===== src/rtl/regbank_pkg.sv =====
// Shared types and constants for the MIPS general-purpose register bank.
package regbank_pkg;

    localparam int REG_W  = 32;
    localparam int REG_AW = 5;
    localparam int REG_N  = 32;

    localparam logic [REG_AW-1:0] REG_ZERO     = 5'd0;
    localparam logic [7:0]        WR_COUNT_MAX = 8'hFF;

    typedef logic [REG_AW-1:0] reg_addr_t;
    typedef logic [REG_W-1:0]  reg_word_t;

    function automatic logic is_zero(input reg_addr_t a);
        return a == REG_ZERO;
    endfunction

endpackage


===== src/rtl/regbank_wdec.sv =====
// One-hot write-enable decoder for the register bank; r0 never gets an enable.
module regbank_wdec
    import regbank_pkg::*;
(
    input  logic             we,
    input  logic [4:0]       wa,
    output logic [REG_N-1:0] wen
);

    always_comb begin
        wen = '0;
        if (we && !is_zero(wa)) begin
            wen[wa] = 1'b1;
        end
        wen[0] = 1'b0;
    end

endmodule


===== src/rtl/regbank_file.sv =====
// 32 x WIDTH register bank: one synchronous write port, two combinational read ports.
// Optional same-cycle write-through forwarding when REGBANK_BYPASS_EN is defined.
module regbank_file
    import regbank_pkg::*;
#(
    parameter int WIDTH = 32,
    parameter int NREGS = 32
) (
    input  logic             clk,
    input  logic             reset,
    input  logic             we,
    input  logic [4:0]       wa,
    input  logic [WIDTH-1:0] wd,
    input  logic [4:0]       ra1,
    input  logic [4:0]       ra2,
    output logic [WIDTH-1:0] rd1,
    output logic [WIDTH-1:0] rd2,
    output logic [7:0]       wr_count
);

    logic [WIDTH-1:0] regs  [1:NREGS-1];
    logic [WIDTH-1:0] words [0:NREGS-1];
    logic [REG_N-1:0] wen;
    logic             commit;

    regbank_wdec u_wdec (
        .we  (we),
        .wa  (wa),
        .wen (wen)
    );

    // wen[0] is always low, so any set bit means a real register is written
    assign commit = ~reset & (|wen);

    always_ff @(posedge clk) begin
        if (reset) begin
            for (int unsigned i = 1; i < NREGS; i++) begin
                regs[i] <= '0;
            end
            wr_count <= '0;
        end else begin
            for (int unsigned i = 1; i < NREGS; i++) begin
                if (wen[i]) begin
                    regs[i] <= wd;
                end
            end
            if (commit && wr_count != WR_COUNT_MAX) begin
                wr_count <= wr_count + 8'd1;
            end
        end
    end

    always_comb begin
        words[0] = '0;
        for (int unsigned i = 1; i < NREGS; i++) begin
            words[i] = regs[i];
        end
    end

    always_comb begin
        rd1 = words[ra1];
        rd2 = words[ra2];
`ifdef REGBANK_BYPASS_EN
        if (commit && ra1 == wa) begin
            rd1 = wd;
        end
        if (commit && ra2 == wa) begin
            rd2 = wd;
        end
`endif
    end

endmodule


===== config.mk =====
export PLATFORM = sky130hd
export DESIGN_NAME = regbank_file
export DESIGN_NICKNAME = d
export VERILOG_FILES = /design/src/rtl/regbank_pkg.sv /design/src/rtl/regbank_wdec.sv /design/src/rtl/regbank_file.sv
export SDC_FILE = /design/constraint.sdc
export NUM_CORES = 2
export LEC_CHECK = 0
export BUFFER_PORTS_ARGS = -buffer_cell sky130_fd_sc_hd__buf_4
export CAP_MARGIN = 20
export CORE_ASPECT_RATIO = 1.2
export CORE_MARGIN = 2
export CORE_UTILIZATION = 47
export DETAILED_ROUTE_END_ITERATION = 12
export PLACE_DENSITY_LB_ADDON = 0.12
export SLEW_MARGIN = 20
export SYNTH_ARGS = -nofsm -noshare
export SYNTH_HDL_FRONTEND = slang
export SYNTH_SLANG_ARGS = --single-unit

===== constraint.sdc =====
create_clock -name clk -period 6.4 [get_ports clk]
set_input_delay 1.28 -clock clk [delete_from_list [all_inputs] [get_ports clk]]
set_output_delay 1.28 -clock clk [all_outputs]
set_load 0.05 [all_outputs]

======== After elaboration in Yosys (flattened, before gate mapping) ========
Memories as Yosys holds them, arrays and structs flattened.
Cells that the tools add are included.
storage, ports and cells
  memories kept ........................... 1
  flip-flop bits (word level) ............. 8
  output and inout port bits .............. 72
  input bits .............................. 50
  bits in writable memories ............... 992
  word-level logic and storage cells ...... 184
memory list
  name  depth  width  read ports  clocked after memory_dff  wr ports  RTL line            text
  regs  31     32     31          0                         31        regbank_file.sv:21  logic [WIDTH-1:0] regs [1:NREGS-1];
operators by class
  eq/ne operators ......................... 1
  add/sub/neg operators ................... 1
  reductions and logical operators ........ 6
  multiplexer cells ....................... 135
  bitwise operators ....................... 35
  magnitude comparators ................... 4
operators with widths
  cell                                                                count
  2-to-1 mux 32 bit                                                   36
  binary-select mux 32 bit (select 5 bit)                             2
  2-to-1 mux 1 bit                                                    96
  bitwise OR 1 bit                                                    31
  OR reduction 31 bit                                                 1
  greater-or-equal comparator 6 bit (second input constant)           2
  inverter 5 -> 6 bit                                                 2
  adder 8 x 1 -> 8 bit (second input constant)                        1
  inequality test 8 bit (second input constant)                       1
  < comparator 5 x 6 -> 1 bit (second input constant)                 1
  demux 1 bit (select 5 bit)                                          1
  greater-or-equal comparator 5 x 1 -> 1 bit (second input constant)  1
  zero test 5 bit                                                     1
  logical AND 1 bit                                                   3
  bitwise AND 1 bit                                                   1
  zero test 1 bit                                                     1
  inverter 1 bit                                                      1

======== Longest topological paths before layout ========
  word-level depth ........................ 9
  depth in mapped cells ................... 9
  depth with buffers taken out ............ 5

======== Cells and area by module ========
From an unflattened synthesis, not the netlist that was laid out.
second synthesis, totals
  cell total of the unflattened synthesis .. 3,811
  area total of the unflattened synthesis .. 53,901.7 µm²
modules (own cells, without submodules)
  module        sequential area each (µm²)  instances  area an instance (µm²)  cells an instance
  regbank_file  29,948.7                    1          53,657.7                3,763
  regbank_wdec  0.0                         1          244.0                   48

======== Worst setup path after synthesis ========
OpenSTA, ideal clock, no wires.
  kind .................................... input-to-output
  from .................................... in ra2[0]
  to ...................................... out rd2[10]
  arrival time ............................ 3.559 ns
  slack ................................... 1.561 ns
  cell stages on the path ................. 8
  path buffers ............................ 5
  data required time ...................... 5.120 ns
  cells stage by stage .................... buf_4 buf_6 buf_6 buf_6 clkbuf_1 a22o_1 a211oi_1 o31ai_1
on the way
  word-level cells in the longest chain between the ends .. 4
RTL lines
  element                                               RTL line            text
  from (decl)                                           regbank_file.sv:15  input logic [4:0] ra2,
  inverter 5 -> 6 bit (implied by the code)             regbank_file.sv:62  rd2 = words[ra2];
  binary-select mux 32 bit (select 5 bit)               regbank_file.sv:62
  2-to-1 mux 32 bit (implied by the code) (2 in a row)  regbank_file.sv:62
  to (decl)                                             regbank_file.sv:17  output logic [WIDTH-1:0] rd2,
No other way between the ends. The select of a mux whose other input is x is not followed.

======== Worst setup path in the final report ========
  from .................................... in ra2[1]
  to ...................................... out rd2[2]
The elaborated chain is that of the path after synthesis.

==> results.json <==
{
  "outcome": "complete, no violations",
  "ioPinCount": 122,
  "post_drt_via_cell_ratio": 6.54,
  "tightest_slew_ns": 1.14,
  "cp.arrival_ns": 4.35,
  "layout.nets": 3689,
  "crit_chain": "buf_4 > nor2b_2 > buf_4 > a22o_1 > a211oi_1 > buf_4 > o31ai_1 > buf_4",
  "final_common_cell": "and2_1",
  "place_ws_ns": 0.799,
  "routed_wl_mm": 178,
  "cts_buffers": 101,
  "die_h_um": 375,
  "drt-initial-drc-count": 4101,
  "grt_pass1_vias": 35300,
  "ys_warn_count": 0,
  "ir_drop_mv": 0.228,
  "via_count": 34300,
  "maxSlewViolCount": 0,
  "cts_root_buffer": "clkbuf_16",
  "postCtsSetupBuffers": 0,
  "slowest_stage": "o31ai_1",
  "htreeDepth": 3,
  "drv_cap": 0,
  "final-hold-violation-count": 0,
  "die_area_um2": 117000,
  "dp.cells": 5053,
  "fillCellCount": 9346,
  "synth_seq_cells": 1000,
  "multi_input_area_um2": 22500,
  "seqCellArea_um2": 29900,
  "min_period_ns": 5.63,
  "crit_required_ns": 5.12,
  "clk_pin_slew_ns": 0.06,
  "syn2layout_area_growth_pct": 10.9,
  "rows": 136,
  "slew_headroom_pct": 23.8,
  "worstSetupEndpointType": "output pin",
  "grt_max_degree": 68,
  "dp_hpwl_mm": 107,
  "drcViolationCount": 0,
  "start_util_pct": 47.2,
  "min_path_type": "reg -> reg",
  "holdPathEnd": "wr_count[1]$_SDFFE_PP0P_",
  "cts_hold_buf": 0,
  "rr_worst_depth": 5,
  "antenna_found_initial": 8,
  "power_density_nw_per_um2": 267,
  "p_leak_nw": 20.9,
  "cts_sinks": 1000,
  "fin_crit_sh_pct": 87.9,
  "grt-ovfl-total": 0,
  "post_cts_resized": 0,
  "ant_nets": 0,
  "synth_cell_types": 40,
  "layout_common_cells": "and2_1, edfxtp_1, mux4_2, buf_4, mux2i_1",
  "grt_first_pass_wirelength_mm": 255,
  "r2r_end": "wr_count[5]$_SDFFE_PP0P_",
  "hold_depth": 2,
  "synth_area_um2": 53800,
  "drive_gt1_share_pct": 24.4,
  "wl_per_cell_um": 34.0,
  "core_area_um2": 114000,
  "tns_ns": 0,
  "gp_congestion": 0.883,
  "final.setup_skew_ns": 0.000946,
  "setup_viol": 0,
  "drt-pass1-iter-count": 5,
  "criticalPathCategory": "in -> out",
  "setup_ws_ns": 0.775,
  "timing.rr.start": "wr_count[0]$_SDFFE_PP0P_",
  "min_from": "wr_count[1]$_SDFFE_PP0P_",
  "syn_nets": 3748,
  "tritoncts": "done",
  "path_common_cell": "buf_4",
  "critPathMaxFanout": 26,
  "rsz0062_at_grt": "false",
  "rrSetupSlack_ns": 4.30,
  "io_buffers": 121,
  "clock_latency_ns": 0.70,
  "avgSynthCellArea_um2": 14.6,
  "max_freq_mhz": 178,
  "fin_cells": 5241,
  "worst_setup_path_start_kind": "input port",
  "max_stage_delay_ns": 0.73,
  "syn_inst": 3697,
  "cts_buffer_depth": 3,
  "grt.total_usage_pct": 30.3,
  "die_w_um": 313,
  "yosysSeqAreaShare_pct": 55.6
}
[metal layers]
metal  GRT usage, %  vias up  routed length, µm  share of wire [%]
met5              0        -                 23              0.013
met4           11.5        4               6480                3.6
met3           5.50      325              15900                8.9
met2           49.7     1786              86900                 49
met1           40.2    18100              69100                 39
li1               -    14100                  -                  -
[critical path: cells and delay by family]
family / cells / cell delay, ns
and+or+nand+nor: 1 / 0.65
AOI/OAI and AO/OA: 3 / 1.00
buffers and inverters: 4 / 1.39
[flip-flops by register name, indices dropped and copies added, names as in the netlist]
signal    count
wr_count      8
regs        992
[power breakdown]
group | internal, mW | switching (mW) | total (mW)
Sequential | 7.56 | 0.180 | 7.74
Clock | 3.35 | 2.61 | 5.96
Combinational | 0.841 | 1.36 | 2.20
Total | 11.8 | 4.15 | 15.9
[area by class of cell]
class	count	area share, %
antenna	3	0.0126
clock buffer	130	4.61
clock inverter	55	0.853
inverter	8	0.0503
multi-input combinational	2279	37.6
sequential	1000	50.2
tap	1518	3.18
timing repair buffer	248	3.48
[worst max path at each step]
stage / startpoint / endpoint / depth (start not counted)
after floorplan: ra2[0] / rd2[10] / 8
after global placement: ra2[1] / rd2[2] / 8
after detailed placement: ra2[1] / rd2[2] / 8
after CTS: ra2[1] / rd2[2] / 8
after global routing: ra2[1] / rd2[2] / 8
final: ra2[1] / rd2[2] / 8
[synthesized netlist by cell type]
cell	count	area, µm²
nand3_1	7	35.0
nor4_1	1	6.26
buf_1	7	26.3
o21ai_0	2	10.0
clkbuf_1	314	1180
nor3_1	1	5.00
a211oi_1	64	480
nor2b_1	11	68.8
a311oi_1	1	8.76
ha_1	1	12.5
o41ai_1	1	8.76
dfxtp_1	8	160
o22ai_1	64	400
and2_1	1058	6620
o31a_1	1	8.76
inv_1	8	30.0
a21oi_1	7	35.0
o21bai_1	24	180
a22o_1	191	1670
mux4_2	384	8650
mux2_2	64	721
and3_1	1	6.26
a41o_1	1	10.0
o21ai_1	64	320
mux2i_1	194	1940
buf_2	53	265
o31ai_1	67	503
o31ai_4	1	21.3
a31o_2	1	8.76
edfxtp_1	992	29800
or4_1	3	22.5
nand2b_1	2	12.5
buf_6	12	135
a21o_1	5	37.5
nand2_1	11	41.3
nor2_1	37	139
nand3b_1	5	37.5
or3_1	3	18.8
or3b_2	2	17.5
buf_4	24	180
[through the flow]
stage               cell area [µm²]  hold WS [ns]  power, mW  utilization [%]
floorplan                     53800         0.719       9.23                -
global placement              56400         0.508       10.0             49.5
detailed placement            56400         0.517       10.1             49.5
CTS                           59700         0.525       15.9             52.3
global route                  59700         0.578       16.3             52.3
finish                        59700         0.526       15.9             52.4
[logic make-up after synthesis]
group | Yosys count | synth area share, %
buf+inv | 418 | 3.37
mux | 642 | 21.0
flops | 1000 | 55.6
simple gates | 1142 | 13.1
compound gates | 494 | 6.89
fa+ha+maj | 1 | 0.0232
(Power assumes the default switching activity.)
